===== src/rtl/mem_responder.sv =====
// Word-addressed data RAM for the core's load/store path, with programmable wait states and a
// registered one-cycle ready strobe. Optional posted writes: MEM_RESPONDER_POSTED_WRITE_EN.
module mem_responder #(
  parameter int unsigned AW_WORDS    = 6,
  parameter int unsigned WAIT_STATES = 2,
  parameter logic [31:0] BASE_ADDR   = 32'h0
) (
  input  logic        i_clk,
  input  logic        i_rst_n,
  input  logic        i_req,
  input  logic        i_we,
  input  logic [31:0] i_addr,
  input  logic [31:0] i_wdata,
  output logic        o_ready,
  output logic [31:0] o_rdata,
  output logic        o_err
);

  localparam int unsigned Depth  = 1 << AW_WORDS;
  localparam logic [3:0]  WaitLd = 4'(WAIT_STATES);

  typedef enum logic [1:0] {StIdle, StWait, StResp} state_t;

  state_t        r_state, w_state_d;
  logic [3:0]    r_cnt, w_cnt_d;
  logic          r_we;
  logic [31:0]   r_addr;
  logic          r_ready, r_err;
  logic [31:0]   r_rdata;
  logic [31:0]   r_mem [Depth];

  logic          w_idle;
  logic          w_acc_we;
  logic [31:0]   w_acc_addr;
  logic [31:0]   w_off;
  logic [31:0]   w_word;
  logic [AW_WORDS-1:0] w_idx;
  logic          w_err;
  logic          w_accept;
  logic          w_post;
  logic          w_resp_d;
  logic [31:0]   w_rd_word;
  logic          w_mem_we;
  logic [AW_WORDS-1:0] w_mem_widx;
  logic [31:0]   w_mem_wdata;

  // Live inputs are only looked at in IDLE; afterwards the captured copies drive everything.
  assign w_idle     = (r_state == StIdle);
  assign w_acc_we   = w_idle ? i_we : r_we;
  assign w_acc_addr = w_idle ? i_addr : r_addr;

  assign w_off  = w_acc_addr - BASE_ADDR;
  assign w_word = w_off >> 2;
  assign w_idx  = w_word[AW_WORDS-1:0];
  assign w_err  = (w_acc_addr[1:0] != 2'b00) || (w_acc_addr < BASE_ADDR) ||
                  ((w_word >> AW_WORDS) != 32'd0);

`ifdef MEM_RESPONDER_POSTED_WRITE_EN
  localparam logic [3:0] PwLd = (WAIT_STATES == 0) ? 4'd1 : WaitLd;

  logic                r_pw_valid;
  logic [AW_WORDS-1:0] r_pw_idx;
  logic [31:0]         r_pw_data;
  logic [3:0]          r_pw_cnt;
  logic                w_pw_drain;

  // While a write is buffered only a legal read of that same word may be accepted.
  assign w_accept   = i_req && (!r_pw_valid || (!i_we && !w_err && (r_pw_idx == w_idx)));
  assign w_post     = i_we && !w_err;
  assign w_pw_drain = r_pw_valid && (r_pw_cnt == 4'd1);
  assign w_rd_word  = (r_pw_valid && (r_pw_idx == w_idx)) ? r_pw_data : r_mem[w_idx];

  assign w_mem_we    = w_pw_drain;
  assign w_mem_widx  = r_pw_idx;
  assign w_mem_wdata = r_pw_data;

  always_ff @(posedge i_clk or negedge i_rst_n) begin
    if (!i_rst_n) begin
      r_pw_valid <= 1'b0;
      r_pw_idx   <= '0;
      r_pw_data  <= '0;
      r_pw_cnt   <= '0;
    end else if (w_idle && w_accept && w_post) begin
      r_pw_valid <= 1'b1;
      r_pw_idx   <= w_idx;
      r_pw_data  <= i_wdata;
      r_pw_cnt   <= PwLd;
    end else if (w_pw_drain) begin
      r_pw_valid <= 1'b0;
    end else if (r_pw_valid) begin
      r_pw_cnt   <= r_pw_cnt - 4'd1;
    end
  end
`else
  logic [31:0] r_wdata;

  assign w_accept  = i_req;
  assign w_post    = 1'b0;
  assign w_rd_word = r_mem[w_idx];

  // The RAM commits at the edge that ends the response cycle.
  assign w_mem_we    = (r_state == StResp) && r_we && !w_err;
  assign w_mem_widx  = w_idx;
  assign w_mem_wdata = r_wdata;

  always_ff @(posedge i_clk or negedge i_rst_n) begin
    if (!i_rst_n) begin
      r_wdata <= '0;
    end else if (w_idle && w_accept) begin
      r_wdata <= i_wdata;
    end
  end
`endif

  always_comb begin
    w_state_d = r_state;
    w_cnt_d   = r_cnt;
    unique case (r_state)
      StIdle: begin
        if (w_accept) begin
          w_cnt_d = WaitLd;
          if (w_post || (WAIT_STATES == 0)) w_state_d = StResp;
          else                              w_state_d = StWait;
        end
      end
      StWait: begin
        w_cnt_d = r_cnt - 4'd1;
        if (r_cnt == 4'd1) w_state_d = StResp;
      end
      StResp:  w_state_d = StIdle;
      default: w_state_d = StIdle;
    endcase
  end

  assign w_resp_d = (w_state_d == StResp);

  always_ff @(posedge i_clk or negedge i_rst_n) begin
    if (!i_rst_n) begin
      r_state <= StIdle;
      r_cnt   <= '0;
      r_we    <= 1'b0;
      r_addr  <= '0;
    end else begin
      r_state <= w_state_d;
      r_cnt   <= w_cnt_d;
      if (w_idle && w_accept) begin
        r_we   <= i_we;
        r_addr <= i_addr;
      end
    end
  end

  // Outputs are loaded on the edge entering RESP so they are stable for the whole strobe.
  always_ff @(posedge i_clk or negedge i_rst_n) begin
    if (!i_rst_n) begin
      r_ready <= 1'b0;
      r_err   <= 1'b0;
      r_rdata <= '0;
    end else begin
      r_ready <= w_resp_d;
      r_err   <= w_resp_d && w_err;
      r_rdata <= (w_resp_d && !w_err && !w_acc_we) ? w_rd_word : 32'd0;
    end
  end

  always_ff @(posedge i_clk) begin
    if (w_mem_we) r_mem[w_mem_widx] <= w_mem_wdata;
  end

  assign o_ready = r_ready;
  assign o_err   = r_err;
  assign o_rdata = r_rdata;

endmodule

===== config.mk =====
export PLATFORM = sky130hd
export DESIGN_NAME = mem_responder
export DESIGN_NICKNAME = d
export VERILOG_FILES = /design/src/rtl/mem_responder.sv
export SDC_FILE = /design/constraint.sdc
export NUM_CORES = 2
export LEC_CHECK = 0
export BUFFER_PORTS_ARGS = -buffer_cell sky130_fd_sc_hd__buf_2
export CAP_MARGIN = 10
export CORE_UTILIZATION = 30
export DETAILED_ROUTE_END_ITERATION = 8
export PLACE_DENSITY_LB_ADDON = 0.05
export REMOVE_ABC_BUFFERS = 1
export SLEW_MARGIN = 20
export SYNTH_ARGS = -nofsm -noshare
export SYNTH_HDL_FRONTEND = slang
export SYNTH_SLANG_ARGS = --single-unit
export TNS_END_PERCENT = 5

===== constraint.sdc =====
create_clock -name i_clk -period 11.27 [get_ports i_clk]
set_clock_uncertainty 0.1 [all_clocks]
set_input_delay 0.5635 -clock i_clk [delete_from_list [all_inputs] [get_ports i_clk]]
set_output_delay 0.5635 -clock i_clk [all_outputs]
set_load 0.005 [all_outputs]

==> tab_implementation.tex <==
\begin{tabular}{lr}
\hline
Metric & Value \\
\hline
\multicolumn{2}{l}{\textbf{Outcome}} \\
Outcome & complete, no violations \\
\multicolumn{2}{l}{\textbf{Synth}} \\
Post-synth design cell area & roughly 79000 µm² \\
Post-synthesis async set-or-reset flop share & between 4 and 5\% \\
Synth Flop Type & sky130\_fd\_sc\_hd\_\_edfxtp\_1 \\
Count of flip-flops with a built-in enable after synthesis & approximately 2000 \\
Basic-gate share of the synthesized area counting and, or, nand and nor cells & roughly 6.5\% \\
Xor and xnor fraction of the mapped netlist area & less than 1\% \\
FF+latch count, synth & 2153 \\
Instance count of the mapped netlist & slightly below 5000 \\
Sequential area share after synthesis & roughly 81\% \\
Number of distinct standard cells referenced by the synthesized netlist & 70 \\
Post-Synthesis Mean Instance Area & between 15 and 20 µm² \\
Multiplexer area fraction after synthesis & 0.217\% \\
Compound-cell area share of the yosys netlist & approximately 10\% \\
Dominant combinational cell family by area after synthesis & compound AO/OA/AOI/OAI gates \\
Adder-Cell Fraction of Synth Area & less than 1\% \\
Synth warn & 0 \\
\multicolumn{2}{l}{\textbf{STA}} \\
Max Clock Freq & $\sim$180 MHz \\
Number of slew-limit violations in the final report & 0 \\
Crit path setup slack, layout & roughly 5600 ps \\
Fraction of the cycle the final worst path needs & between 50\% and 60\% \\
Post-Route Setup TNS & 0 ps \\
Slew at the pin closest to its max-slew limit & about 1400 ps \\
Worst-case headroom to the max-slew limit & under 10\% \\
Final Setup Violations & 0 \\
Final Hold Viols & 0 \\
Tmin final & 5670 ps \\
Setup repair after global routing missed its margin & false \\
\multicolumn{2}{l}{\textbf{Die}} \\
Number of I/O pins & 102 \\
Area of the placeable core & $\sim$260000 µm² \\
Die H & roughly 500 µm \\
Row count & 188 \\
Starting Density & between 30\% and 40\% \\
Area of the die & between 200000 and 300000 µm² \\
Overall die width & a little over 500 µm \\
\multicolumn{2}{l}{\textbf{Clocking}} \\
CTS clock-pin slew for the worst setup and hold paths & roughly 60 ps \\
Clock buffer depth & 3 \\
CTS tree & built \\
Clock latency on the worst-skew pair & 900 ps \\
Number of sinks driven by the clock tree & $\sim$2200 \\
Num CTS Buffers & between 200 and 250 \\
CTS H-Tree Depth & 4 \\
Clock tree root driver cell & sky130\_fd\_sc\_hd\_\_clkbuf\_16 \\
Number of resized instances in the post-cts repair step & 0 \\
\multicolumn{2}{l}{\textbf{Drt}} \\
Vias per inst & roughly 5.5 \\
1st-pass router iterations & 6 \\
Vias after detailed routing & roughly 50000 \\
Final antenna-violating net count & 0 \\
DRC viols & 0 \\
Detailed-route wire length & approximately 340000 µm \\
Count of routing violations after the opening detailed-route iteration & around 6000 \\
Average wire per cell in the routed design & roughly 38 µm \\
\multicolumn{2}{l}{\textbf{Setup path}} \\
Kind of end point of the critical path & flip-flop \\
Required time of the critical path & 11900 ps \\
Cells traversed along the worst timing path & o21ba\_2 > a22oi\_4 > buf\_4 > buf\_4 > o22ai\_1 > nor4\_1 > o221ai\_1 > nor4\_1 \\
Slowest cell on crit path & sky130\_fd\_sc\_hd\_\_a22oi\_4 \\
Startpoint type of the worst setup path & flip-flop \\
Crit path largest cell delay & 810 ps \\
Startpoint-to-endpoint class of the critical path & flip-flop to flip-flop \\
Highest net fanout along the worst path & 34 \\
Crit path arrival time & around 6300 ps \\
\multicolumn{2}{l}{\textbf{Global routing}} \\
Via count of the first global-routing pass & approximately 48000 \\
Total gr overflow & 0 \\
Largest net degree at the start of global routing & 83 \\
First-pass GRT wire length & 453000 µm \\
All-Layer GR Usage & 25.5\% \\
Antenna violations before repair & 35 \\
\multicolumn{2}{l}{\textbf{Power and ir drop}} \\
IR Drop Worst-Case VDD & 0.324 mV \\
PwrDens & between 200 and 300 nW/µm² \\
Power consumption & 25800 µW \\
Leakage power total & 0.0304 µW \\
\multicolumn{2}{l}{\textbf{Final layout}} \\
Net count, final & approximately 5300 \\
Most common library cell in the layout ignoring fill and taps & sky130\_fd\_sc\_hd\_\_edfxtp\_1 \\
Area grow syn2layout & 18.5\% \\
Most frequent cells in the layout & sky130\_fd\_sc\_hd\_\_edfxtp\_1 (2048), sky130\_fd\_sc\_hd\_\_o22ai\_1 (663), sky130\_fd\_sc\_hd\_\_nand2\_1 (444), sky130\_fd\_sc\_hd\_\_a21oi\_1 (323), sky130\_fd\_sc\_hd\_\_clkbuf\_16 (238) \\
Layout cells sized above 1 & between 15 and 20\% \\
Final Util & a little over a third \\
\multicolumn{2}{l}{\textbf{Place}} \\
I/O Buffers & between 100 and 150 \\
DP Wirelength & approximately 200000 µm \\
Setup slack after placement & between 5000 and 6000 ps \\
Final weighted congestion of routability-driven global placement & 0.811 \\
\multicolumn{2}{l}{\textbf{Worst hold path}} \\
Type of the tightest min-delay check & input port to async pin \\
\multicolumn{2}{l}{\textbf{Flow run}} \\
Max cap viols & 0 \\
\hline
\end{tabular}
synth_stat cells (15+ instances only):
master                         n  area share, %
sky130_fd_sc_hd__dfrtp_1     105            3.3
sky130_fd_sc_hd__or3_1        15           0.12
sky130_fd_sc_hd__clkbuf_1    107           0.51
sky130_fd_sc_hd__nor2_1      277            1.3
sky130_fd_sc_hd__edfxtp_1   2048             78
sky130_fd_sc_hd__o21ai_0      46           0.29
sky130_fd_sc_hd__o2111ai_1    15           0.17
sky130_fd_sc_hd__a22oi_1      22           0.21
sky130_fd_sc_hd__or4_1        39           0.37
sky130_fd_sc_hd__mux2i_1      16           0.20
sky130_fd_sc_hd__nor4b_1      15           0.17
sky130_fd_sc_hd__o41ai_1      31           0.34
sky130_fd_sc_hd__nor3_1       89           0.56
sky130_fd_sc_hd__o22ai_1     663            5.3
sky130_fd_sc_hd__nor4_1      118           0.93
sky130_fd_sc_hd__nand2_1     459            2.2
sky130_fd_sc_hd__o31ai_1      21           0.20
sky130_fd_sc_hd__buf_2       126           0.80
sky130_fd_sc_hd__o221ai_1     23           0.26
sky130_fd_sc_hd__buf_1        57           0.27
sky130_fd_sc_hd__a31oi_1      17           0.13
sky130_fd_sc_hd__and3_1       35           0.28
sky130_fd_sc_hd__a21oi_1     327            2.1
sky130_fd_sc_hd__nand3_1      22           0.14
sky130_fd_sc_hd__a22o_1       26           0.29
metrics by stage:
step	hold slack (ps)	std cells	cell area, µm²
finish	160	8951	93600
global route	189	8943	93600
CTS	134	8937	93500
detailed placement	364	8422	85200
global placement	359	8420	85100
floorplan	168	4586	77700
layout make-up:
| type | instances | area [µm²] |
|---|---|---|
| diodes | 13 | 32.5 |
| well taps | 3515 | 4400 |
| repair buffers | 387 | 2960 |
| clock buffers | 320 | 6450 |
| flip-flops and latches | 2153 | 64200 |
| clock inverters | 130 | 1190 |
| fillers | 25000 | 168000 |
| multi-input cells | 2429 | 14300 |
| inverters | 4 | 15.0 |
sequential cells by signal, summed over array words and instances, names as in the netlist:
signal / cells
o_err: 1
o_rdata: 32
o_ready: 1
r_addr: 32
r_cnt: 4
r_mem: 2048
r_state: 2
r_wdata: 32
r_we: 1
critical path, delay by kind of cell (launching register included):
kind	cells	cell delay, ps
and+or+nand+nor	2	1400
AOI/OAI and AO/OA	4	1770
DFF	1	610
buffers and inverters	2	1320
per-layer routing:
layer	vias up	track usage (%)	part of all wire (%)
li1	20300	-	-
met1	26800	36.5	45
met2	2040	40.5	46
met3	369	4.19	6.5
met4	6	5.28	2.0
met5	-	0	0.014
cell families after synthesis:
| kind of cell | Yosys count |
|---|---|
| xor gates and xnor gates | 1 |
| AOI/OAI and AO/OA | 1293 |
| and+or+nand+nor | 1116 |
| muxes | 17 |
| adders and majority gates | 2 |
| buffers and inverters | 303 |
| DFF | 2153 |
repair_timing:
| action | 4_1_cts | 5_1_grt |
|---|---|---|
| setup endpoints to repair | 0 | 0 |
| setup buffers | 0 | 0 |
| hold endpoints to repair | 119 | 0 |
| hold buffers | 65 | 0 |
where the power goes:
| group | leakage (µW) | total [µW] | internal (µW) | switching [µW] |
|---|---|---|---|---|
| registers | 0.0199 | 10600 | 9960 | 597 |
| clock network | 0.00375 | 7700 | 4350 | 3350 |
| logic | 0.00674 | 7500 | 1620 | 5880 |
| total | 0.0304 | 25800 | 15900 | 9830 |
final timing paths:
| path | depth (start not counted) | from | slack, ps | endpoint |
|---|---|---|---|---|
| worst max-delay path | 8 | r_state[1] | 5600 | o_rdata[16] |
| worst min-delay path | 2 | i_rst_n | 160 | r_wdata[26] |
| worst max register to register | 8 | r_state[1] | 5600 | o_rdata[16] |
| worst min register to register | 1 | r_cnt[3] | 380 | r_cnt[3] |
| max in group asynchronous | 3 | i_rst_n | 9370 | r_wdata[10] |
| min in group i_clk | 3 | i_addr[3] | 200 | r_addr[3] |
(Power assumes the default switching activity.)
